[src/rtl/axis_spi_pkg.sv]
// Shared types and constants for the SPI command sequencer.
`timescale 1ns/1ps
package axis_spi_pkg;
  localparam int BYTE_W   = 8;
  localparam int ADDR_W   = 7;
  localparam int RW_BIT   = 7;
  localparam int ADDR_MSB = 6;

  typedef enum logic [2:0] {
    S_IDLE,
    S_CMD,
    S_WR_DATA,
    S_WR_WAIT,
    S_RD_REQ,
    S_RD_WAIT,
    S_RD_HOLD,
    S_DRAIN
  } state_e;
endpackage

[src/rtl/axis_spi_txbuf.sv]
// One-entry tx holding register; flush beats load, load beats handshake.
// Loaded data is visible one cycle after the load request.
`timescale 1ns/1ps
module axis_spi_txbuf
  import axis_spi_pkg::*;
(
  input  logic              clk_i,
  input  logic              rst_i,
  input  logic              load_i,
  input  logic [BYTE_W-1:0] load_dat_i,
  input  logic              flush_i,
  input  logic              tready_i,
  output logic [BYTE_W-1:0] tdata_o,
  output logic              tvalid_o
);
  logic [BYTE_W-1:0] dat_q;
  logic              vld_q;

  always_ff @(posedge clk_i) begin
    if (rst_i) begin
      dat_q <= '0;
      vld_q <= 1'b0;
    end else if (flush_i) begin
      vld_q <= 1'b0;
    end else if (load_i) begin
      dat_q <= load_dat_i;
      vld_q <= 1'b1;
    end else if (tready_i && vld_q) begin
      vld_q <= 1'b0;
    end
  end

  assign tdata_o  = dat_q;
  assign tvalid_o = vld_q;
endmodule

[src/rtl/axis_spi_reg_ctrl.sv]
// SPI frame sequencer: command byte then auto-incrementing register writes or prefetched reads.
// rx is backpressured while a write waits for reg_ack; one register access outstanding at a time.
`timescale 1ns/1ps
module axis_spi_reg_ctrl
  import axis_spi_pkg::*;
#(
  parameter logic [7:0]  C_DUMMY_BYTE  = 8'h00,
  parameter int unsigned C_ACK_TIMEOUT = 16,
  parameter logic [7:0]  C_ERR_BYTE    = 8'hFF
) (
  input  logic              aclk,
  input  logic              areset,
  input  logic              ss_n,
  input  logic [BYTE_W-1:0] axis_rx_tdata,
  input  logic              axis_rx_tvalid,
  output logic              axis_rx_tready,
  output logic [BYTE_W-1:0] axis_tx_tdata,
  output logic              axis_tx_tvalid,
  input  logic              axis_tx_tready,
  output logic [ADDR_W-1:0] reg_addr,
  output logic              reg_wr,
  output logic              reg_rd,
  output logic [BYTE_W-1:0] reg_wdata,
  input  logic [BYTE_W-1:0] reg_rdata,
  input  logic              reg_ack,
  output logic              busy,
  output logic              err_timeout,
  output logic              err_underrun
);
  localparam int CNT_W = $clog2(C_ACK_TIMEOUT);

  state_e            state_q;
  logic [ADDR_W-1:0] addr_q;
  logic [BYTE_W-1:0] wdata_q;
  logic [CNT_W-1:0]  cnt_q;
  logic              reg_wr_q, reg_rd_q, ss_q, rx_rdy_q, err_to_q, err_ur_q;

  logic              tx_vld, tx_load, tx_flush;
  logic [BYTE_W-1:0] tx_load_dat;
  logic              rx_hs, tx_hs, tmo;

  assign rx_hs    = axis_rx_tvalid & rx_rdy_q;
  assign tx_hs    = tx_vld & axis_tx_tready;
  assign tmo      = (cnt_q == CNT_W'(C_ACK_TIMEOUT - 1));
  assign tx_flush = ss_n & ~ss_q;

  always_comb begin
    tx_load     = 1'b0;
    tx_load_dat = C_DUMMY_BYTE;
    case (state_q)
      S_IDLE:               tx_load = ~tx_vld;
      S_CMD:                tx_load = rx_hs & ~axis_rx_tdata[RW_BIT];
      S_WR_DATA, S_WR_WAIT: tx_load = ~tx_vld | tx_hs;
      S_RD_WAIT: begin
        tx_load     = reg_ack | tmo;
        tx_load_dat = reg_ack ? reg_rdata : C_ERR_BYTE;
      end
      default: ;
    endcase
  end

  axis_spi_txbuf u_txbuf (
    .clk_i      (aclk),
    .rst_i      (areset),
    .load_i     (tx_load),
    .load_dat_i (tx_load_dat),
    .flush_i    (tx_flush),
    .tready_i   (axis_tx_tready),
    .tdata_o    (axis_tx_tdata),
    .tvalid_o   (tx_vld)
  );

  always_ff @(posedge aclk) begin
    if (areset) begin
      state_q  <= S_IDLE;
      addr_q   <= '0;
      wdata_q  <= '0;
      cnt_q    <= '0;
      reg_wr_q <= 1'b0;
      reg_rd_q <= 1'b0;
      ss_q     <= 1'b1;
      rx_rdy_q <= 1'b0;
      err_to_q <= 1'b0;
      err_ur_q <= 1'b0;
    end else begin
      ss_q     <= ss_n;
      rx_rdy_q <= 1'b1;
      cnt_q    <= '0;
      if (axis_tx_tready && !tx_vld && !ss_n) err_ur_q <= 1'b1;

      case (state_q)
        S_IDLE: begin
          if (!ss_n) begin
            state_q  <= S_CMD;
            err_to_q <= 1'b0;
            err_ur_q <= 1'b0;
          end
        end
        S_CMD: begin
          if (ss_n) begin
            state_q <= S_IDLE;
          end else if (rx_hs) begin
            addr_q  <= axis_rx_tdata[ADDR_MSB:0];
            state_q <= axis_rx_tdata[RW_BIT] ? S_RD_REQ : S_WR_DATA;
          end
        end
        S_WR_DATA: begin
          // A beat arriving with the SS edge is still written, then drained.
          if (rx_hs) begin
            reg_wr_q <= 1'b1;
            wdata_q  <= axis_rx_tdata;
            rx_rdy_q <= 1'b0;
            state_q  <= ss_n ? S_DRAIN : S_WR_WAIT;
          end else if (ss_n) begin
            state_q <= S_IDLE;
          end
        end
        S_WR_WAIT, S_RD_WAIT, S_DRAIN: begin
          if (reg_ack || tmo) begin
            reg_wr_q <= 1'b0;
            reg_rd_q <= 1'b0;
            addr_q   <= addr_q + 7'd1;
            if (!reg_ack) err_to_q <= 1'b1;
            if (ss_n || state_q == S_DRAIN) state_q <= S_IDLE;
            else if (state_q == S_WR_WAIT)  state_q <= S_WR_DATA;
            else                            state_q <= S_RD_HOLD;
          end else begin
            cnt_q <= cnt_q + 1'b1;
            if (state_q == S_WR_WAIT) rx_rdy_q <= 1'b0;
            if (ss_n) state_q <= S_DRAIN;
          end
        end
        S_RD_REQ: begin
          if (ss_n) begin
            state_q <= S_IDLE;
          end else begin
            reg_rd_q <= 1'b1;
            state_q  <= S_RD_WAIT;
          end
        end
        S_RD_HOLD: begin
          if (ss_n)       state_q <= S_IDLE;
          else if (tx_hs) state_q <= S_RD_REQ;
        end
        default: state_q <= S_IDLE;
      endcase
    end
  end

  assign axis_rx_tready = rx_rdy_q;
  assign axis_tx_tvalid = tx_vld;
  assign reg_addr       = addr_q;
  assign reg_wr         = reg_wr_q;
  assign reg_rd         = reg_rd_q;
  assign reg_wdata      = wdata_q;
  assign busy           = (state_q != S_IDLE) | reg_wr_q | reg_rd_q;
  assign err_timeout    = err_to_q;
  assign err_underrun   = err_ur_q;
endmodule

[config.mk]
export PLATFORM = sky130hd
export DESIGN_NAME = axis_spi_reg_ctrl
export DESIGN_NICKNAME = d
export VERILOG_FILES = /design/src/rtl/axis_spi_pkg.sv /design/src/rtl/axis_spi_txbuf.sv /design/src/rtl/axis_spi_reg_ctrl.sv
export SDC_FILE = /design/constraint.sdc
export NUM_CORES = 1
export LEC_CHECK = 0
export ABC_AREA = 1
export BUFFER_PORTS_ARGS = -buffer_cell sky130_fd_sc_hd__buf_2
export CAP_MARGIN = 15
export CORE_ASPECT_RATIO = 0.9
export CORE_MARGIN = 4
export CORE_UTILIZATION = 50
export DETAILED_ROUTE_END_ITERATION = 8
export PLACE_DENSITY = 0.77
export SETUP_SLACK_MARGIN = 0.15
export SYNTH_ARGS = -nofsm -noshare
export SYNTH_HDL_FRONTEND = slang
export SYNTH_SLANG_ARGS = --single-unit
[constraint.sdc]
create_clock -name aclk -period 1.7 [get_ports aclk]
set_input_delay 0.34 -clock aclk [delete_from_list [all_inputs] [get_ports aclk]]
set_output_delay 0.34 -clock aclk [all_outputs]
set_load 0.01 [all_outputs]
==> flow_summary_export.csv <==
group,metric,value,unit
detailed_routing,avgViaCountPerCell,5.18,
sta,fin_setup_tns,0,ps
floorplan,rows,20,
synthesis,synthMuxAreaShare,0,
synthesis,synth_compound_area_frac,0.162,
flow_run,cap_violations,0,
detailed_routing,drc,0,
cells_and_area,antenna_cells,0,
clocking,cts_buffer_depth,2,
grt,grt_pass1_vias,1816,
critical_path,cp-end-kind,"primary output",
detailed_routing,ant_nets,0,
critical_path,regToRegStartpoint,"u_txbuf.tvalid_o",
floorplan,io_pins,52,
placement,gp_congestion,0.909,
cells_and_area,fin_nets,360,
pwr,p_per_area,1280,nW/µm²
cells_and_area,n_fill_cell,298,
synthesis,seq_area_frac_synth,0.395,
grt,grt_remaining_overflow,0,
detailed_routing,dr.pass1.iters,4,
clocking,cts_max_level,2,
cells_and_area,layout-drive-gt1-share,0.267,
critical_path,crit_fanout,8,
sta,final.period_utilization,0.862,
floorplan,coreArea,3500,µm²
floorplan,initial_utilization,0.536,
synthesis,synthesis.nets,300,
grt,grt_usage,0.203,
pwr,power.leakage,1.15,nW
clocking,cts_tree,"done",
synthesis,synthCells,276,
synthesis,synth_top_family_by_area,"simple AND/OR/NAND/NOR gates",
clocking,clk_pin_slew,70,ps
floorplan,die_area,4800,µm²
sta,fin_crit,1470,ps
pwr,power,0.00300,W
clocking,cts_made_buffers,5,
grt,grt_max_degree,24,
clocking,cts_num_sinks,37,
cells_and_area,syn2layout_area_growth,24.5,%
synthesis,synth_xor_area_frac,0.0140,
cells_and_area,layout_commonest_cell,"nand2_1",
synthesis,syn_area_per_cell,6.80,µm²
sta,max_freq,682,MHz
detailed_routing,vias,1972,
placement,dp_worst_setup_slack,157,ps
synthesis,ys_ff_latch,37,
grt,antenna_found_initial,0,
grt,grt_pass1_wl,7670,µm
critical_path,startpoint_type,"flip-flop",
critical_path,arrival,1130,ps
sta,slew_headroom,0.535,
clocking,ctsHoldBuffers,0,
sta,setup_ws,235,ps
pwr,vdd_ir_drop_max,630,µV
synthesis,syn_area,1880,µm²
synthesis,ys_types,28,
synthesis,synth_edf_count,0,
sta,finalSetupViolCount,0,
clocking,root_buffer,"clkbuf_8",
sta,fin_skew,2.15,ps
hold_path,min_from,"axis_rx_tdata[1]",
floorplan,die_w,72.6,µm
critical_path,cp-startpoint,"state_q[2]",
floorplan,die_h,66.1,µm
critical_path,crit_required,1360,ps
synthesis,synth_warnings,0,
synthesis,synthArstFlopShare,0,
sta,tightest_slew,696,ps
cells_and_area,final_cell_mix,"nand2_1 (65), buf_2 (51), nor2_1 (39), dfxtp_1 (34), o21ai_0 (29)",
synthesis,synthSimpleGateAreaFrac,0.325,
detailed_routing,drt_wl_total,4720,µm
cells_and_area,seq_area,747,µm²
placement,hpwl,3460,µm
sta,rsz0062_at_grt,"yes",
synthesis,synth_flop_cell,"dfxtp_1",
synthesis,yosys.area_share.adder,0.0133,
clocking,clk_latency,290,ps
critical_path,worst-setup-path-type,"flip-flop to primary output",
hold_path,min_path_type,"input pin to flip-flop",
detailed_routing,drt_iter0_drc,242,
sta,drv_slew,0,
status,status,"finished, final reports clean",
cells_and_area,multiInputGateArea,1010,µm²
placement,port_buffers,51,
detailed_routing,wl_per_cell,12.4,µm
sta,hold_viol_final,0,
metrics by stage:
stage          area (µm²)  hold WS, ps   util  std cells
3_3_place_gp         2160          432  0.618        367
6_report             2340          304  0.667        381
3_5_place_dp         2160          447  0.618        367
2_1_floorplan        1880          418      -        276
5_1_grt              2340          309  0.667        381
4_1_cts              2260          298  0.644        375
cell type report:
class                           count  area share
Clock buffer                        6      0.0310
Clock inverter                      2     0.00642
Inverter                           31      0.0514
Multi-Input combinational cell    201       0.431
Sequential cell                    37       0.320
Tap cell                           44      0.0236
Timing Repair Buffer               59       0.135
Timing Repair inverter              1     0.00214
routing by layer:
| layer | part of all wire | up-vias | wire length, µm | GRT usage |
|---|---|---|---|---|
| li1 | - | 1013 | - | - |
| met1 | 0.45 | 904 | 2130 | 0.245 |
| met5 | 0 | - | 0 | 0 |
| met4 | 0.013 | 0 | 62 | 0.0899 |
| met3 | 0.047 | 6 | 222 | 0.0456 |
| met2 | 0.49 | 49 | 2300 | 0.342 |
path summary, 6_finish.rpt:
check        slack, ps  depth (start not counted)                  to
min reg2reg        450                          1            cnt_q[0]
max                230                          5                busy
max reg2reg        260                          7  u_txbuf.tdata_o[0]
min                300                          3        reg_wdata[1]
flip-flops by register name, summed over array words and instances, names as in the netlist:
register and flops:
reg_wr 1, reg_wdata 8, axis_rx_tready 1, u_txbuf.tvalid_o 1, cnt_q 4, err_underrun 1, reg_rd 1, reg_addr 7
ss_q 1, state_q 3, err_timeout 1, u_txbuf.tdata_o 8
logic make-up after synthesis:
group | Yosys count
AO/OA/AOI/OAI | 57
XOR/XNOR | 3
adder cells (fa/ha/maj) | 2
buffers and inverters | 39
flip-flops | 37
AND/OR/NAND/NOR | 138
cells in the mapped netlist, types with 2 or more instances:
master	count	area [µm²]
xor2_1	2	17.5
nand2_2	4	25.0
ha_1	2	25.0
nand3_1	20	100
o21ai_0	29	145
nor2_1	39	146
inv_1	28	105
clkbuf_1	2	7.51
a21oi_2	2	17.5
nand3_2	3	30.0
nand2_1	66	248
inv_2	3	11.3
o211ai_1	3	22.5
dfxtp_1	37	741
a21oi_1	21	105
buf_4	3	22.5
repair_timing:
action                                  CTS  global route
pin swaps                                 0             2
endpoints found under the setup margin    3            23
hold endpoints to repair                  0             0
setup buffers                             0             4
gates resized for setup                   2             8
cloned                                    0             2
where the power goes:
part	switching (W)	total, W	internal, W	leakage, nW
clock network	0.000326	0.000614	0.000289	0.0374
registers	0.000124	0.00116	0.00104	0.303
logic	0.000737	0.00123	0.000491	0.811
total	0.00119	0.00300	0.00182	1.15
critical path, stage by stage, from the launching register on:
cell	delay [ps]
dfxtp_4	380
inv_2	100
nand2_1	100
inv_2	80
nand2_1	50
buf_2	130
Power figures use the tool's default switching activity.
